**src/rtl/aes_pkg.sv**
```systemverilog
// Shared AES definitions: block geometry, requester ids and the forward S-box.
package aes_pkg;

    localparam int unsigned WORD = 32;
    localparam int unsigned NB   = 4;

    typedef enum logic {
        R0 = 1'b0,
        R1 = 1'b1
    } req_id_e;

    // Forward S-box, entry k at index k (index 0 is the leftmost byte).
    localparam logic [0:255][7:0] SBOX = {
        8'h63, 8'h7c, 8'h77, 8'h7b, 8'hf2, 8'h6b, 8'h6f, 8'hc5, 8'h30, 8'h01, 8'h67, 8'h2b, 8'hfe, 8'hd7, 8'hab, 8'h76,
        8'hca, 8'h82, 8'hc9, 8'h7d, 8'hfa, 8'h59, 8'h47, 8'hf0, 8'had, 8'hd4, 8'ha2, 8'haf, 8'h9c, 8'ha4, 8'h72, 8'hc0,
        8'hb7, 8'hfd, 8'h93, 8'h26, 8'h36, 8'h3f, 8'hf7, 8'hcc, 8'h34, 8'ha5, 8'he5, 8'hf1, 8'h71, 8'hd8, 8'h31, 8'h15,
        8'h04, 8'hc7, 8'h23, 8'hc3, 8'h18, 8'h96, 8'h05, 8'h9a, 8'h07, 8'h12, 8'h80, 8'he2, 8'heb, 8'h27, 8'hb2, 8'h75,
        8'h09, 8'h83, 8'h2c, 8'h1a, 8'h1b, 8'h6e, 8'h5a, 8'ha0, 8'h52, 8'h3b, 8'hd6, 8'hb3, 8'h29, 8'he3, 8'h2f, 8'h84,
        8'h53, 8'hd1, 8'h00, 8'hed, 8'h20, 8'hfc, 8'hb1, 8'h5b, 8'h6a, 8'hcb, 8'hbe, 8'h39, 8'h4a, 8'h4c, 8'h58, 8'hcf,
        8'hd0, 8'hef, 8'haa, 8'hfb, 8'h43, 8'h4d, 8'h33, 8'h85, 8'h45, 8'hf9, 8'h02, 8'h7f, 8'h50, 8'h3c, 8'h9f, 8'ha8,
        8'h51, 8'ha3, 8'h40, 8'h8f, 8'h92, 8'h9d, 8'h38, 8'hf5, 8'hbc, 8'hb6, 8'hda, 8'h21, 8'h10, 8'hff, 8'hf3, 8'hd2,
        8'hcd, 8'h0c, 8'h13, 8'hec, 8'h5f, 8'h97, 8'h44, 8'h17, 8'hc4, 8'ha7, 8'h7e, 8'h3d, 8'h64, 8'h5d, 8'h19, 8'h73,
        8'h60, 8'h81, 8'h4f, 8'hdc, 8'h22, 8'h2a, 8'h90, 8'h88, 8'h46, 8'hee, 8'hb8, 8'h14, 8'hde, 8'h5e, 8'h0b, 8'hdb,
        8'he0, 8'h32, 8'h3a, 8'h0a, 8'h49, 8'h06, 8'h24, 8'h5c, 8'hc2, 8'hd3, 8'hac, 8'h62, 8'h91, 8'h95, 8'he4, 8'h79,
        8'he7, 8'hc8, 8'h37, 8'h6d, 8'h8d, 8'hd5, 8'h4e, 8'ha9, 8'h6c, 8'h56, 8'hf4, 8'hea, 8'h65, 8'h7a, 8'hae, 8'h08,
        8'hba, 8'h78, 8'h25, 8'h2e, 8'h1c, 8'ha6, 8'hb4, 8'hc6, 8'he8, 8'hdd, 8'h74, 8'h1f, 8'h4b, 8'hbd, 8'h8b, 8'h8a,
        8'h70, 8'h3e, 8'hb5, 8'h66, 8'h48, 8'h03, 8'hf6, 8'h0e, 8'h61, 8'h35, 8'h57, 8'hb9, 8'h86, 8'hc1, 8'h1d, 8'h9e,
        8'he1, 8'hf8, 8'h98, 8'h11, 8'h69, 8'hd9, 8'h8e, 8'h94, 8'h9b, 8'h1e, 8'h87, 8'he9, 8'hce, 8'h55, 8'h28, 8'hdf,
        8'h8c, 8'ha1, 8'h89, 8'h0d, 8'hbf, 8'he6, 8'h42, 8'h68, 8'h41, 8'h99, 8'h2d, 8'h0f, 8'hb0, 8'h54, 8'hbb, 8'h16
    };

    function automatic logic [7:0] sbox_byte(input logic [7:0] b);
        return SBOX[b];
    endfunction

endpackage

```
**src/rtl/subbytes_arb_subbytes.sv**
```systemverilog
// Combinational SubBytes over a whole block: every byte passes through the S-box.
module subbytes_arb_subbytes
    import aes_pkg::*;
#(
    parameter int unsigned WIDTH = aes_pkg::WORD * aes_pkg::NB
) (
    input  logic [WIDTH-1:0] block_i,
    output logic [WIDTH-1:0] block_c_o
);

    localparam int unsigned NBYTES = WIDTH / 8;

    if ((WIDTH % 8) != 0) begin : g_width_check
        $error("subbytes_arb_subbytes: WIDTH must be a whole number of bytes");
    end

    always_comb begin
        block_c_o = '0;
        for (int i = 0; i < NBYTES; i++) begin
            block_c_o[8*i +: 8] = sbox_byte(block_i[8*i +: 8]);
        end
    end

endmodule

```
**src/rtl/subbytes_arb.sv**
```systemverilog
// Two-requester arbiter sharing one SubBytes stage; requester 0 may lock a bounded burst.
module subbytes_arb
    import aes_pkg::*;
#(
    parameter int unsigned WORD     = aes_pkg::WORD,
    parameter int unsigned NB       = aes_pkg::NB,
    parameter int unsigned LOCK_MAX = 10
) (
    input  logic                 clk,
    input  logic                 rst,
    input  logic                 r0_valid,
    input  logic                 r0_lock,
    input  logic [WORD*NB-1:0]   r0_block,
    output logic                 r0_ready,
    input  logic                 r1_valid,
    input  logic [WORD*NB-1:0]   r1_block,
    output logic                 r1_ready,
    output logic                 r0_o_valid,
    output logic [WORD*NB-1:0]   r0_o_block,
    output logic                 r1_o_valid,
    output logic [WORD*NB-1:0]   r1_o_block
);

    localparam int unsigned BW = WORD * NB;
    localparam int unsigned CW = $clog2(LOCK_MAX + 1);

    // Arbiter state: rr_q set means requester 1 wins the next tie.
    logic          rr_q,        rr_d;
    logic          prev0_q,     prev0_d;
    logic [CW-1:0] lock_cnt_q,  lock_cnt_d;

    // SubBytes input stage with the routing tag.
    logic          s1_valid_q,  s1_valid_d;
    req_id_e       s1_tag_q,    s1_tag_d;
    logic [BW-1:0] s1_block_q,  s1_block_d;

    logic          r0_o_valid_q, r0_o_valid_d;
    logic [BW-1:0] r0_o_block_q, r0_o_block_d;
    logic          r1_o_valid_q, r1_o_valid_d;
    logic [BW-1:0] r1_o_block_q, r1_o_block_d;

    logic          lock_hold_c;
    logic          gnt0_c;
    logic          gnt1_c;
    logic [BW-1:0] sub_c;

    subbytes_arb_subbytes #(
        .WIDTH (BW)
    ) u_subbytes (
        .block_i   (s1_block_q),
        .block_c_o (sub_c)
    );

    // Grant decision: lock beats round-robin, a lone valid always wins.
    always_comb begin
        lock_hold_c = prev0_q & r0_lock & r0_valid & (lock_cnt_q < CW'(LOCK_MAX));
        gnt0_c      = rst & r0_valid & (lock_hold_c | ~r1_valid | ~rr_q);
        gnt1_c      = rst & r1_valid & ~gnt0_c;
    end

    assign r0_ready = gnt0_c;
    assign r1_ready = gnt1_c;

    always_comb begin
        rr_d         = rr_q;
        prev0_d      = gnt0_c;
        lock_cnt_d   = '0;
        s1_valid_d   = gnt0_c | gnt1_c;
        s1_tag_d     = s1_tag_q;
        s1_block_d   = s1_block_q;
        r0_o_valid_d = 1'b0;
        r0_o_block_d = r0_o_block_q;
        r1_o_valid_d = 1'b0;
        r1_o_block_d = r1_o_block_q;

        if (gnt0_c) begin
            rr_d       = 1'b1;
            s1_tag_d   = R0;
            s1_block_d = r0_block;
        end else if (gnt1_c) begin
            rr_d       = 1'b0;
            s1_tag_d   = R1;
            s1_block_d = r1_block;
        end

        // Count back-to-back locked grants, saturating at the limit.
        if (gnt0_c && r0_lock && prev0_q) begin
            if (lock_cnt_q == CW'(LOCK_MAX)) begin
                lock_cnt_d = lock_cnt_q;
            end else begin
                lock_cnt_d = lock_cnt_q + CW'(1);
            end
        end

        if (s1_valid_q) begin
            if (s1_tag_q == R0) begin
                r0_o_valid_d = 1'b1;
                r0_o_block_d = sub_c;
            end else begin
                r1_o_valid_d = 1'b1;
                r1_o_block_d = sub_c;
            end
        end
    end

    always_ff @(posedge clk) begin
        if (!rst) begin
            rr_q         <= 1'b0;
            prev0_q      <= 1'b0;
            lock_cnt_q   <= '0;
            s1_valid_q   <= 1'b0;
            s1_tag_q     <= R0;
            s1_block_q   <= '0;
            r0_o_valid_q <= 1'b0;
            r0_o_block_q <= '0;
            r1_o_valid_q <= 1'b0;
            r1_o_block_q <= '0;
        end else begin
            rr_q         <= rr_d;
            prev0_q      <= prev0_d;
            lock_cnt_q   <= lock_cnt_d;
            s1_valid_q   <= s1_valid_d;
            s1_tag_q     <= s1_tag_d;
            s1_block_q   <= s1_block_d;
            r0_o_valid_q <= r0_o_valid_d;
            r0_o_block_q <= r0_o_block_d;
            r1_o_valid_q <= r1_o_valid_d;
            r1_o_block_q <= r1_o_block_d;
        end
    end

    assign r0_o_valid = r0_o_valid_q;
    assign r0_o_block = r0_o_block_q;
    assign r1_o_valid = r1_o_valid_q;
    assign r1_o_block = r1_o_block_q;

endmodule

```
**config.mk**
```make
export PLATFORM = sky130hd
export DESIGN_NAME = subbytes_arb
export DESIGN_NICKNAME = d
export VERILOG_FILES = /design/src/rtl/aes_pkg.sv /design/src/rtl/subbytes_arb_subbytes.sv /design/src/rtl/subbytes_arb.sv
export SDC_FILE = /design/constraint.sdc
export NUM_CORES = 2
export LEC_CHECK = 0
export ABC_AREA = 1
export CELL_PAD_IN_SITES_DETAIL_PLACEMENT = 0
export CELL_PAD_IN_SITES_GLOBAL_PLACEMENT = 1
export CORE_MARGIN = 2
export CORE_UTILIZATION = 36
export CTS_CLUSTER_DIAMETER = 60
export CTS_CLUSTER_SIZE = 24
export DETAILED_ROUTE_END_ITERATION = 10
export MAX_ROUTING_LAYER = met4
export PLACE_DENSITY = 0.85
export SLEW_MARGIN = 0
export SYNTH_ARGS = -nofsm -noshare
export SYNTH_HDL_FRONTEND = slang
export SYNTH_SLANG_ARGS = --single-unit
```
**constraint.sdc**
```tcl
create_clock -name clk -period 2.3 [get_ports clk]
set_input_delay 0.23 -clock clk [delete_from_list [all_inputs] [get_ports clk]]
set_output_delay 0.23 -clock clk [all_outputs]
set_load 0.05 [all_outputs]
```
; Word level (Yosys, flattened, before mapping)
; Memories as Yosys holds them, arrays and structs flattened.
; Index checks and enable logic that the tools add are counted.
[word_totals]
regBits = 394
latch_bits = 0
ramBits = 0
romBits = 32768
inputBits = 261
out_inout_bits = 260
word_cells = 122
memories = 16
[mem_list]
columns = name, depth, word_bits, rd, rd_ports_with_merged_regs, wr, line_no
row1 = (name not given), 256, 8, 1, 0, 0, aes_pkg.sv:33  ; return SBOX[b];
row2 = (name not given), 256, 8, 1, 0, 0, aes_pkg.sv:33
row3 = (name not given), 256, 8, 1, 0, 0, aes_pkg.sv:33
row4 = (name not given), 256, 8, 1, 0, 0, aes_pkg.sv:33
row5 = (name not given), 256, 8, 1, 0, 0, aes_pkg.sv:33
row6 = (name not given), 256, 8, 1, 0, 0, aes_pkg.sv:33
row7 = 10 more memories, n/a, n/a, n/a, n/a, n/a, n/a
[op_classes]
addsub = 1
n_mul = 0
div_mod_pow = 0
n_lt_le_gt_ge = 17
n_eq_ne = 1
n_shift = 0
mux = 38
bitwise = 31
reduce_logical = 8
[op_table]
columns = op, count
row1 = 128-bit 2-to-1 mux, 2
row2 = 8-bit 2-to-1 mux, 32
row3 = "9-bit greater-or-equal comparator, second input constant", 16
row4 = 8-bit inverter with 9-bit output, 16
row5 = 2-bit AND reduction, 4
row6 = 1-bit bitwise AND, 7
row7 = 1-bit inverter, 5
row8 = "4-bit by 1-bit adder with 4-bit output, second input constant", 1
row9 = "4-bit == test, second input constant", 1
row10 = "4-bit less-than comparator, second input constant", 1
row11 = 1-bit 2-to-1 mux, 4
row12 = 1-bit OR, 3
row13 = 1-bit logical AND, 2
row14 = 2-bit nonzero test, 1
row15 = 2-bit OR reduction, 1

; Logic depth before layout (Yosys ltp)
[depth]
word_depth = 10
mapped_depth = 17
mapped_depth_nobuf = 16

; Cells and area by module
; Synthesis repeated with hierarchy kept, for this count alone.
[hier_totals]
cells_unflattened = 12269
area_unflattened_um2 = 61730.5
[modules_own_cells]
columns = module, n_inst, cells_per_inst, area_each_um2, seq_area_each_um2
row1 = subbytes_arb_subbytes, 1, 10119, 46423.3, 0.0
row2 = subbytes_arb, 1, 2150, 15307.2, 7887.6

; Least setup slack after synthesis
; Ideal clock, no wire load.
[synth_path]
kind = register -> register
startpoint = register s1_block_q[25]
endpoint = register r1_o_block_q[26], in the netlist r1_o_block[26]
setup_time_ps = 109
arrival_time_ps = 2144
required_ps = 2191
slack_ps = 47
stages_incl_launch_ff = 18
n_path_buf = 1
synth_period_minus_slack_ps = 2253
cell_sequence = dfxtp_1 clkbuf_2 inv_1 ha_1 inv_1 nand2_1 nand2_1 inv_1 nand2_1 nand2_1 nand2_1 nand3_1 nand2_1 nand2_1 nand2_1 nand3_1 nand2_1 inv_1
[synth_via]
elab_chain_cells = 4
[synth_rtl]
columns = element, line_no
row1 = "start, declared", subbytes_arb.sv:35  ; logic [BW-1:0] s1_block_q, s1_block_d;
row2 = "start signal, assigned", subbytes_arb.sv:124  ; s1_block_q <= s1_block_d;
row3 = 8-bit inverter with 9-bit output (not written as such), aes_pkg.sv:33
row4 = memory read 256 x 8 bit, n/a
row5 = 8-bit 2-to-1 mux (not written as such) (2 in series), aes_pkg.sv:33
row6 = "end signal, assigned", subbytes_arb.sv:128  ; r1_o_block_q <= r1_o_block_d;
row7 = "end, declared", subbytes_arb.sv:40  ; logic [BW-1:0] r1_o_block_q, r1_o_block_d;
; No other way between the ends. The select of a mux whose other input is x is not followed.
; A chain may end at the register's enable or synchronous reset.

; Worst setup path in the final report
[layout_path]
startpoint = register s1_block_q[58]
endpoint = register r1_o_block_q[62], in the netlist r1_o_block[62]
; The elaborated chain is that of the path after synthesis.

==> impl_metrics.sql <==
INSERT INTO impl_metrics (metric_group, metric, value, unit) VALUES
('worst_setup_path', 'critPathCaptureType', 'flip-flop', ''),
('global_routing', 'grt_pass1_wl', '577', 'mm'),
('yosys', 'cell_type_with_the_highest_aggregate_area_in_the_netlist', 'sky130_fd_sc_hd__nand2_1', ''),
('floorplan', 'die_h', '419', 'um'),
('timing', 'worst_slew_pin_slew', '1.09', 'ns'),
('global_routing', 'grt_antenna_before_repair', '9', ''),
('cells_and_area', 'fillerInstances', '18963', ''),
('timing', 'max_freq', '438', 'MHz'),
('yosys', 'post_synth_main_area_contributors', 'sky130_fd_sc_hd__nand2_1, sky130_fd_sc_hd__nand3_1, sky130_fd_sc_hd__dfxtp_1', ''),
('floorplan', 'num_io_pins', '521', ''),
('floorplan', 'design.die.area', '176000', 'sq um'),
('timing', 'setup_tns', '0', 'ns'),
('timing', 'worst_slack', '0.0150', 'ns'),
('global_routing', 'grt_use_total', '0.438', ''),
('routing', 'num_vias', '95310', ''),
('clocking', 'clock_sink_count', '394', ''),
('timing', 'final.setup_skew', '0.0619', 'ns'),
('worst_setup_path', 'cpMaxStageDelayCell', 'sky130_fd_sc_hd__dfxtp_1', ''),
('place', 'place_congestion', '1.10', ''),
('worst_setup_path', 'crit_path_cell_trace', 'buf_12, inv_2, buf_12, nand2_1, buf_4, inv_1, nand2_2, nand2_1, nor2_1, nor2_1, o21ai_1, nand3_1, nand2_1, a21oi_1', ''),
('yosys', 'distinct_cell_type_count_of_the_synthesized_netlist', '42', ''),
('timing', 'rsz0062_at_grt', 'true', ''),
('timing', 'worst_slew_margin_rel', '0.274', ''),
('clocking', 'htree_levels', '2', ''),
('global_routing', 'first_global_vias', '87889', ''),
('outcome', 'run_status', 'finished, final reports clean', ''),
('routing', 'route.detailed.wl_per_inst', '24.6', 'um'),
('clocking', 'postCtsHoldBufs', '0', ''),
('global_routing', 'grt-ovfl-total', '0', ''),
('routing', 'drt.antenna.violating_nets', '0', ''),
('cells_and_area', 'post_route_cells_drive_above_1_share', '0.155', ''),
('worst_setup_path', 'data_required_time_at_the_worst_endpoint', '2.90', 'ns'),
('place', 'place_hpwl', '300', 'mm'),
('timing', 'finalSetupViolCount', '0', ''),
('clocking', 'clk-insertion-delay-late', '0.76', 'ns'),
('cells_and_area', 'footprint_of_the_multi_input_gates', '48500', 'sq um'),
('worst_setup_path', 'timing.critical_path.mode_cell', 'sky130_fd_sc_hd__nand2_1', ''),
('global_routing', 'grt_start_max_net_pins', '157', ''),
('worst_setup_path', 'worstPathBufferInverterCount', '5', ''),
('worst_setup_path', 'path_max_fanout', '13', ''),
('floorplan', 'floorplan.core_area', '171000', 'sq um'),
('worst_setup_path', 'timing.critical_path.arrival', '2.88', 'ns'),
('timing', 'period_share', '0.993', ''),
('pwr', 'total_leakage_power', '0.0419', 'uW'),
('cells_and_area', 'syn2layout_area_growth', '33.5', '%'),
('yosys', 'synth_async_sr_flop_share', '0', ''),
('cells_and_area', 'num-nets-final', '14078', ''),
('clocking', 'tritoncts', 'done', ''),
('yosys', 'syn-instance-count', '12325', ''),
('routing', 'dr.pass1.iters', '7', ''),
('timing', 'finalCriticalPeriod', '2.29', 'ns'),
('timing', 'final_hold_viol_count', '0', ''),
('routing', 'routed_via_density', '5.98', ''),
('yosys', 'synth_warnings', '0', ''),
('yosys', 'synth_flop_cell', 'sky130_fd_sc_hd__dfxtp_1', ''),
('worst_setup_path', 'start_kind', 'flip-flop', ''),
('yosys', 'synth_most_common_cell', 'sky130_fd_sc_hd__nand2_1', ''),
('yosys', 'seq_area_frac_synth', '0.127', ''),
('pwr', 'vdd.ir_drop.worst', '0.702', 'mV'),
('pwr', 'power_per_cell_area', '577', 'nW/um^2'),
('cells_and_area', 'register_area', '7950', 'sq um'),
('routing', 'wl', '393', 'mm'),
('place', 'dpl_worst_slack', '-0.217', 'ns'),
('yosys', 'ys_top_cells_by_count', 'sky130_fd_sc_hd__nand2_1, sky130_fd_sc_hd__nand3_1, sky130_fd_sc_hd__nor2_1, sky130_fd_sc_hd__inv_1, sky130_fd_sc_hd__o21ai_0', ''),
('run', 'maxcap_viol_count', '0', ''),
('floorplan', 'initial_core_util', '0.362', ''),
('worst_setup_path', 'cp_top_family', 'simple AND/OR/NAND/NOR gates', ''),
('routing', 'detailedRoute.firstIterationViolations', '14956', ''),
('place', 'port_buffers', '520', ''),
('clocking', 'max-clock-path-buffers', '3', ''),
('yosys', 'yosys_register_bits', '394', '');
-- layout make-up --
| type | count | area share |
|---|---|---|
| Clock inverter | 45 | 0.00851 |
| Clock buffer | 57 | 0.0166 |
| Timing Repair Buffer | 2032 | 0.221 |
| Multi-Input combinational cell | 10282 | 0.586 |
| Sequential cell | 394 | 0.0959 |
| Tap cell | 2310 | 0.0349 |
| Antenna cell | 8 | 0.000242 |
| Inverter | 811 | 0.0372 |
-- routing by layer --
layer,GRT usage,share of wire,up-vias
met1,0.525,0.37,43374
met4,0.299,0.085,0
met5,-,0,-
met2,0.670,0.44,6907
met3,0.0741,0.10,1827
li1,-,-,43202
-- layout by cell type (no fill, tap or decap), types with 19 or more instances in the layout --
| cell type | n |
|---|---|
| sky130_fd_sc_hd__nand3_1 | 2990 |
| sky130_fd_sc_hd__nand3b_1 | 24 |
| sky130_fd_sc_hd__buf_12 | 140 |
| sky130_fd_sc_hd__clkdlybuf4s50_1 | 468 |
| sky130_fd_sc_hd__ha_1 | 214 |
| sky130_fd_sc_hd__o21ai_1 | 35 |
| sky130_fd_sc_hd__o211ai_1 | 99 |
| sky130_fd_sc_hd__nand3_2 | 64 |
| sky130_fd_sc_hd__o21ai_0 | 668 |
| sky130_fd_sc_hd__inv_1 | 706 |
| sky130_fd_sc_hd__inv_2 | 75 |
| sky130_fd_sc_hd__dfxtp_1 | 351 |
| sky130_fd_sc_hd__dfxtp_2 | 41 |
| sky130_fd_sc_hd__ha_2 | 19 |
| sky130_fd_sc_hd__a21oi_2 | 28 |
| sky130_fd_sc_hd__clkinv_1 | 21 |
| sky130_fd_sc_hd__buf_4 | 1358 |
| sky130_fd_sc_hd__nand2_1 | 4014 |
| sky130_fd_sc_hd__nor2_1 | 1120 |
| sky130_fd_sc_hd__nand2_2 | 139 |
| sky130_fd_sc_hd__nor2_2 | 59 |
| sky130_fd_sc_hd__clkbuf_16 | 54 |
| sky130_fd_sc_hd__nand4_1 | 100 |
| sky130_fd_sc_hd__dlygate4sd2_1 | 48 |
| sky130_fd_sc_hd__a21oi_1 | 596 |
-- what timing repair did --
item / CTS / global route
endpoints found under the setup margin: 105 / 245
setup buffers: 1 / 2
pin swaps: 0 / 16
gates resized for setup: 78 / 386
-- worst paths after layout --
kind	endpoint	startpoint	slack (ns)	depth (start not counted)
setup / recovery	r1_o_block[62]$_SDFFE_PN0P_	s1_block_q[58]$_SDFFE_PN0P_	0.01	14
hold / removal	r0_o_block[118]$_SDFFE_PN0P_	rst	0.02	4
setup reg to reg	r1_o_block[62]$_SDFFE_PN0P_	s1_block_q[58]$_SDFFE_PN0P_	0.01	14
hold reg to reg	lock_cnt_q[2]$_SDFFE_PN0N_	lock_cnt_q[2]$_SDFFE_PN0N_	0.48	1
-- state kept, by name (all words and copies together) (netlist names) --
signal / cells
r1_o_block: 128
s1_valid_q: 1
rr_q: 1
prev0_q: 1
s1_tag_q: 1
r0_o_valid: 1
s1_block_q: 128
r1_o_valid: 1
lock_cnt_q: 4
r0_o_block: 128
-- kinds of logic (layout without fill, tap and decap cells) --
family                     count (synthesis)  after routing  synth area share
AOI/OAI and AO/OA                       1466           1466             0.124
DFF                                      394            394             0.127
adders and majority gates                242            242            0.0488
other                                      0              8                 0
and+or+nand+nor                         8573           8573             0.589
xor gates and xnor gates                   1              1          0.000141
buffers and inverters                   1649           2945             0.111
-- where the power goes --
group	internal [uW]	switching, uW
Clock	5120	4650
Combinational	10100	19800
Sequential	7450	699
Total	22600	25200
-- worst min-delay path, cell delays in order --
cell                      delay [ns]
sky130_fd_sc_hd__buf_6          0.13
sky130_fd_sc_hd__buf_12         0.19
sky130_fd_sc_hd__o21ai_0        0.11
sky130_fd_sc_hd__a21oi_1        0.05
-- through the flow --
step / hold WS, ns / total power, uW / util / cells / cell area, sq um
after global routing: 0.0486 / 50000 / 0.483 / 15939 / 82800
after global placement: 0.459 / 37000 / 0.464 / 15826 / 79500
final: 0.0187 / 47800 / 0.483 / 15939 / 82800
after detailed placement: 0.480 / 36500 / 0.464 / 15826 / 79500
after CTS: 0.00840 / 46300 / 0.476 / 15929 / 81600
after floorplan: 0.376 / 23900 / - / 12325 / 62100
No activity file was read; power rests on OpenSTA's default activity.
